--- src/rtl/addsub_result_stage.sv ---
// Result stage of the VPU add/sub path: rebuilds the signed sum from the adder outputs, converts it
// to 33-bit sign-magnitude with saturation, and counts overflows, behind a two-stage valid/ready pipe.
module addsub_result_stage #(
  parameter int unsigned TAG_W = 4,
  parameter int unsigned CNT_W = 16
) (
  input  logic             clk,
  input  logic             rst,
  input  logic             in_valid,
  output logic             in_ready,
  input  logic [31:0]      in_sum,
  input  logic             in_cout,
  input  logic             in_a_neg,
  input  logic             in_b_neg,
  input  logic [TAG_W-1:0] in_tag,
  output logic             out_valid,
  input  logic             out_ready,
  output logic [32:0]      out_result,
  output logic             out_ovf,
  output logic [TAG_W-1:0] out_tag,
  output logic [CNT_W-1:0] ovf_count,
  input  logic             ovf_clr
);

  logic             s1_valid_q, s1_valid_d;
  logic             s1_neg_q, s1_neg_d;
  logic [32:0]      s1_mag_q, s1_mag_d;
  logic [TAG_W-1:0] s1_tag_q, s1_tag_d;

  logic             out_valid_q, out_valid_d;
  logic [32:0]      out_result_q, out_result_d;
  logic             out_ovf_q, out_ovf_d;
  logic [TAG_W-1:0] out_tag_q, out_tag_d;
  logic [CNT_W-1:0] ovf_count_q, ovf_count_d;

  logic        s2_adv, s1_adv;
  logic [1:0]  top;
  logic [33:0] s_full, s_abs;
  logic        cnt_inc;

  assign s2_adv   = ~out_valid_q | out_ready;
  assign s1_adv   = ~s1_valid_q | s2_adv;
  assign in_ready = s1_adv;

  // Sign-extend both operands to 34 bits and fold the adder carry into the top two bits.
  assign top    = {in_a_neg, in_a_neg} + {in_b_neg, in_b_neg} + {1'b0, in_cout};
  assign s_full = {top, in_sum};
  assign s_abs  = s_full[33] ? (~s_full + 34'd1) : s_full;

  assign cnt_inc = s1_adv & in_valid & s_abs[32];

  always_comb begin
    s1_valid_d = s1_valid_q;
    s1_neg_d   = s1_neg_q;
    s1_mag_d   = s1_mag_q;
    s1_tag_d   = s1_tag_q;
    if (s1_adv) begin
      s1_valid_d = in_valid;
      if (in_valid) begin
        s1_neg_d = s_full[33];
        s1_mag_d = s_abs[32:0];
        s1_tag_d = in_tag;
      end
    end
  end

  always_comb begin
    out_valid_d  = out_valid_q;
    out_result_d = out_result_q;
    out_ovf_d    = out_ovf_q;
    out_tag_d    = out_tag_q;
    if (s2_adv) begin
      out_valid_d = s1_valid_q;
      if (s1_valid_q) begin
        // A zero magnitude always carries a positive sign.
        out_result_d = {s1_neg_q & (|s1_mag_q), s1_mag_q[32] ? 32'hFFFF_FFFF : s1_mag_q[31:0]};
        out_ovf_d    = s1_mag_q[32];
        out_tag_d    = s1_tag_q;
      end
    end
  end

  always_comb begin
    ovf_count_d = ovf_count_q;
    if (ovf_clr) begin
      ovf_count_d = {{(CNT_W-1){1'b0}}, cnt_inc};
    end else if (cnt_inc && !(&ovf_count_q)) begin
      ovf_count_d = ovf_count_q + CNT_W'(1);
    end
  end

  always_ff @(posedge clk) begin
    if (rst) begin
      s1_valid_q   <= 1'b0;
      s1_neg_q     <= 1'b0;
      s1_mag_q     <= '0;
      s1_tag_q     <= '0;
      out_valid_q  <= 1'b0;
      out_result_q <= '0;
      out_ovf_q    <= 1'b0;
      out_tag_q    <= '0;
      ovf_count_q  <= '0;
    end else begin
      s1_valid_q   <= s1_valid_d;
      s1_neg_q     <= s1_neg_d;
      s1_mag_q     <= s1_mag_d;
      s1_tag_q     <= s1_tag_d;
      out_valid_q  <= out_valid_d;
      out_result_q <= out_result_d;
      out_ovf_q    <= out_ovf_d;
      out_tag_q    <= out_tag_d;
      ovf_count_q  <= ovf_count_d;
    end
  end

  assign out_valid  = out_valid_q;
  assign out_result = out_result_q;
  assign out_ovf    = out_ovf_q;
  assign out_tag    = out_tag_q;
  assign ovf_count  = ovf_count_q;

endmodule

--- config.mk ---
export PLATFORM = sky130hd
export DESIGN_NAME = addsub_result_stage
export DESIGN_NICKNAME = d
export VERILOG_FILES = /design/src/rtl/addsub_result_stage.sv
export SDC_FILE = /design/constraint.sdc
export NUM_CORES = 1
export LEC_CHECK = 0
export CAP_MARGIN = 20
export CORE_ASPECT_RATIO = 1.25
export CORE_MARGIN = 2
export CORE_UTILIZATION = 35
export DETAILED_ROUTE_END_ITERATION = 6
export PLACE_DENSITY = 0.69
export SLEW_MARGIN = 20
export SYNTH_ARGS = -nofsm -noshare
export SYNTH_HDL_FRONTEND = slang
export SYNTH_SLANG_ARGS = --single-unit
--- constraint.sdc ---
create_clock -name clk -period 5.5 [get_ports clk]
set_input_delay 1.1 -clock clk [delete_from_list [all_inputs] [get_ports clk]]
set_output_delay 1.1 -clock clk [all_outputs]
set_load 0.03 [all_outputs]
* Word level (Yosys, flattened, before mapping) *
Index checks and enable logic that the tools add are counted.

operators by class
  add/subtract/negate cells = 4
  reduce and logical (&&, ||, !) cells = 8
  mux-type cells = 4
  bitwise gates (word level) = 8

operators by type and width
  cell                   number
  $add 33x1->33 const B  1
  $mux 33                1
  $not 33->33            1
  $reduce_or 33->1       1
  $mux 32                1
  $add 16x1->16 const B  1
  $reduce_and 16->1      1
  $reduce_and 2->1       2
  $and 1x1->1            3
  $add 1x1->2            1
  $add 2x1->2            1
  $mux 1                 2
  $not 1->1              2
  $or 1x1->1             2
  $reduce_bool 2->1      1
  $reduce_or 2->1        1
  $logic_and 1x1->1      1
  $logic_not 1->1        1

storage, ports and cells
  word-level logic and storage cells = 34
  input bits = 44
  flip-flop bits (word level) = 94

* Logic depth before layout (Yosys ltp) *
  depth in word-level cells = 9
  depth in mapped cells = 10
  mapped depth without buffers = 8

* Least setup slack after synthesis *
No wires, ideal clock.

  kind = input port to flip-flop
  start point = in in_cout
  end point = reg ovf_count_q[14], in the netlist ovf_count[14]
  stages on the path = 6
  data arrival time = 3.452 ns
  slack = 1.977 ns
  setup time = 0.070 ns
  path through = fa_1 -> or4b_2 -> a2111oi_4 -> o21ai_2 -> or4_1 -> a21oi_1

on the way
  cells in the longest elaborated chain, start to end = 6

ends and longest elaborated chain
  item                  RTL line  source
  from (decl)           12        input logic in_cout,
  $add 2x1->2 *         46        assign top = {in_a_neg, in_a_neg} + {in_b_neg, in_b_neg} + {1'b0, in_cout};
  $not 33->33           48        assign s_abs = s_full[33] ? (~s_full + 34'd1) : s_full;
  $add 33x1->33         48
  $mux 33 *             48
  $and 1x1->1 *         50        assign cnt_inc = s1_adv & in_valid & s_abs[32];
  $logic_and 1x1->1 *   87        end else if (cnt_inc && !(&ovf_count_q)) begin
  to (signal assigned)  112       ovf_count_q <= ovf_count_d;
  to (decl)             34        logic [CNT_W-1:0] ovf_count_q, ovf_count_d;

Every way passes the cells marked *; elsewhere a longest branch is shown, timed or not.
A chain may end at the register's enable or synchronous reset.

* Worst setup path in the final report *
  start point = in in_a_neg
  end point = reg ovf_count_q[14], in the netlist ovf_count[14]

on the way
  elaborated cells between the ends (all ways) = 7
  those cells by class = add/sub: 3; mux: 1; bitwise: 2; reduce/logical: 1

RTL lines
  item               RTL line  source
  from (decl)        13        input logic in_a_neg,
  $add 1x1->2        46
  $add 2x1->2        46
  named net top[1]   37        logic [1:0] top;
  $mux 33            48
  $and 1x1->1        50
  $logic_and 1x1->1  87

The timed path passes the listed nets, and every way through them passes these cells.

==> results.txt <==
hold_ws: 0.448 ns
WS Path Type: primary input to flip-flop
# IOs: 100
Slew HR: 39.7%
Initial Utilization: 36.0%
port buffer count: 99
sequential-to-total area share from yosys stat: 42.9%
P_leak: 1.97 nW
Congestion Overflow GR: 0
Fin Setup TNS: 0 ns
Synth Area in Compound Gates: 15.8%
clk slew on worst S/H paths: 0.06 ns
Final Max Slew Viols: 0
number of synthesized register bits: 94
post-cts resize count: 0
Final setup violation count: 0
Tot GR Track Use: 17.7%
CP Data Required Time: 5.77 ns
top layer in use: met4
routed via count: 4128
drc violations: 0
final worst slack: 1.36 ns
critical path fanouts, max: 33
Crit path arrival time: 4.41 ns
largest net degree at the start of global routing: 62
clock latency on the worst-skew pair: 0.34 ns
largest family of logic cells by synthesized area: simple AND/OR/NAND/NOR gates
worst-case clock skew: 0.00663 ns
Final GP Congestion: 0.891
hpwl dp: 8650 um
Worst Hold Class: flip-flop to flip-flop
multiplexer share of the synthesized area: 0.228%
CTS Buf Count: 9
placed cell count: 778
clk sinks: 94
CTS tree: done
Post-synth EDFFs: 0
dpl ws: 1.01 ns
Final ANT Viol Nets: 0
final period utilization: 75.3%
CP startpoint kind: primary input
Power Density: 292 mW/mm^2
vias in the first global route: 4000
Met2 Wirelength: 6020 um
mean area per synthesized cell: 8.01 um^2
crit end category: flip-flop
drt first pass iters: 4
Synthesized Nets: 595
post-synthesis cell type count: 46
hold buffers post-CTS: 0
simple-gate share of the synthesized area: 29.5%
die area: 0.0134 mm^2
first-pass GRT wire length: 19300 um
Root Driver: clkbuf_16
# rows: 45
Max Cap Viol: 0
Final Non-Filler Cells: 794
clk buf depth: 2
Synth-to-Final Area Change: 31.6%
vias per cell: 5.20
Post-CTS Setup Inserts: 0
Die Height: 129 um
Cells after Synth: 547
Post-Synth Adder-Cell Area: 1.48%
share of cells above drive strength 1: 5.08%
maximum VDD drop: 0.131 mV
initial antenna violation count: 0
Post-Syn Area: 0.00438 mm^2
drt total wl: 11800 um
synth warn: 0
WL met1: 4980 um
Tmin final: 4.14 ns
WL/cell: 14.8 um
unrepaired setup endpoints after global routing: false
XOR/XNOR share of the synthesized area: 5.80%
nets: 673
Synth async-reset ratio: 0%
n_diodes: 0
Core ar.: 0.0122 mm^2
H-tree levels: 3
Fin. Hold Viols: 0
Achievable Freq: 241 MHz
Slew @ Worst Pin: 0.904 ns
Chip Width: 104 um
drt initial violations: 246
met3 wire length: 476 um
prevailing post-synth register cell: dfxtp_1
status: finished clean
cells in the final DEF, fill, tap and decap left out, types with 3 or more instances in the layout:
cell type and n:
clkdlybuf4s50_1 98, dfxtp_1 94, nor3_1 71, nor2_1 65
nand2_1 55, a21oi_1 37, a211oi_1 24, xor2_1 23
o21ai_0 22, or3_1 19, nor4_1 12, o31ai_1 10
nand3_1 10, clkbuf_16 9, inv_1 8, nand4_1 8
xnor2_1 6, o41ai_1 6, buf_4 6, or4_1 3
or2_2 3
final cells by class:
type | count | area, um^2
inverters | 8 | 30.0
repair buffers | 105 | 1030
flip-flops and latches | 94 | 1880
multi-input cells | 407 | 2320
well taps | 164 | 205
clock buffers | 11 | 243
clock inverters | 5 | 58.8
fillers | 1216 | 6400
cells by family (layout without fill, tap and decap cells):
group,after synthesis,in the layout
simple gates,265,265
compound gates,108,108
flops,94,94
buf+inv,46,129
xor+xnor,29,29
fa+ha+maj,4,4
mux,1,1
sequential cells by signal, summed over array words and instances (netlist names):
register / flops
out_valid: 1
out_result: 33
out_ovf: 1
out_tag: 4
s1_tag_q: 4
ovf_count: 16
s1_valid_q: 1
s1_neg_q: 1
s1_mag_q: 33
synthesized netlist by cell type, types with 2 or more instances:
master	count	area share (%)
a211oi_1	24	4.1
a21oi_1	37	4.2
and2_1	3	0.43
and3_1	2	0.29
and4_1	2	0.40
buf_1	4	0.34
clkbuf_1	31	2.7
dfxtp_1	94	43
fa_1	2	0.91
ha_1	2	0.57
inv_1	8	0.69
nand2_1	55	4.7
nand2b_1	2	0.29
nand3_1	10	1.1
nand3b_1	2	0.34
nand4_1	8	1.1
nor2_1	65	5.6
nor2b_1	2	0.29
nor3_1	71	8.1
nor4_1	12	1.7
o21a_1	2	0.34
o21ai_0	22	2.5
o31ai_1	10	1.7
o41ai_1	6	1.2
or2_2	3	0.43
or3_1	19	2.7
or4_1	3	0.51
xnor2_1	6	1.2
xor2_1	23	4.6
where the power goes:
group	internal, W	switching (W)	leakage [nW]
clock	0.000365	0.000262	0.142
combinational	0.000126	0.000175	1.06
sequential	0.000725	0.0000297	0.773
total	0.00122	0.000467	1.97
worst max-delay path: stages:
cell             delay (ns)
clkdlybuf4s50_1        0.53
fa_1                   0.18
buf_4                  0.30
o31ai_1                0.16
or4b_2                 0.67
a2111oi_4              0.47
o21ai_2                0.30
or4_1                  0.53
a21oi_1                0.15
path summary, 6_finish.rpt:
| kind | start | to | slack (ns) | cells past startpoint |
|---|---|---|---|---|
| setup / recovery | in_a_neg | ovf_count[14] | 1.36 | 9 |
| hold / removal | s1_tag_q[0] | out_tag[0] | 0.45 | 2 |
| setup reg to reg | s1_valid_q | ovf_count[14] | 2.82 | 6 |
| hold reg to reg | s1_tag_q[0] | out_tag[0] | 0.45 | 2 |
stage by stage:
stage	area, um^2	power [W]	utilization (%)
final	5770	0.00168	47.4
after global routing	5770	0.00176	47.4
after CTS	5770	0.00170	47.4
after detailed placement	5460	0.00107	44.9
after global placement	5460	0.00107	44.9
after floorplan	4380	0.000952	-
routing by layer:
layer | GRT usage (%) | vias up
met4 | 7.23 | 0
met2 | 31.8 | 85
li1 | - | 2121
met5 | 0 | -
met3 | 3.62 | 23
met1 | 20.5 | 1899
(Power assumes the default switching activity.)
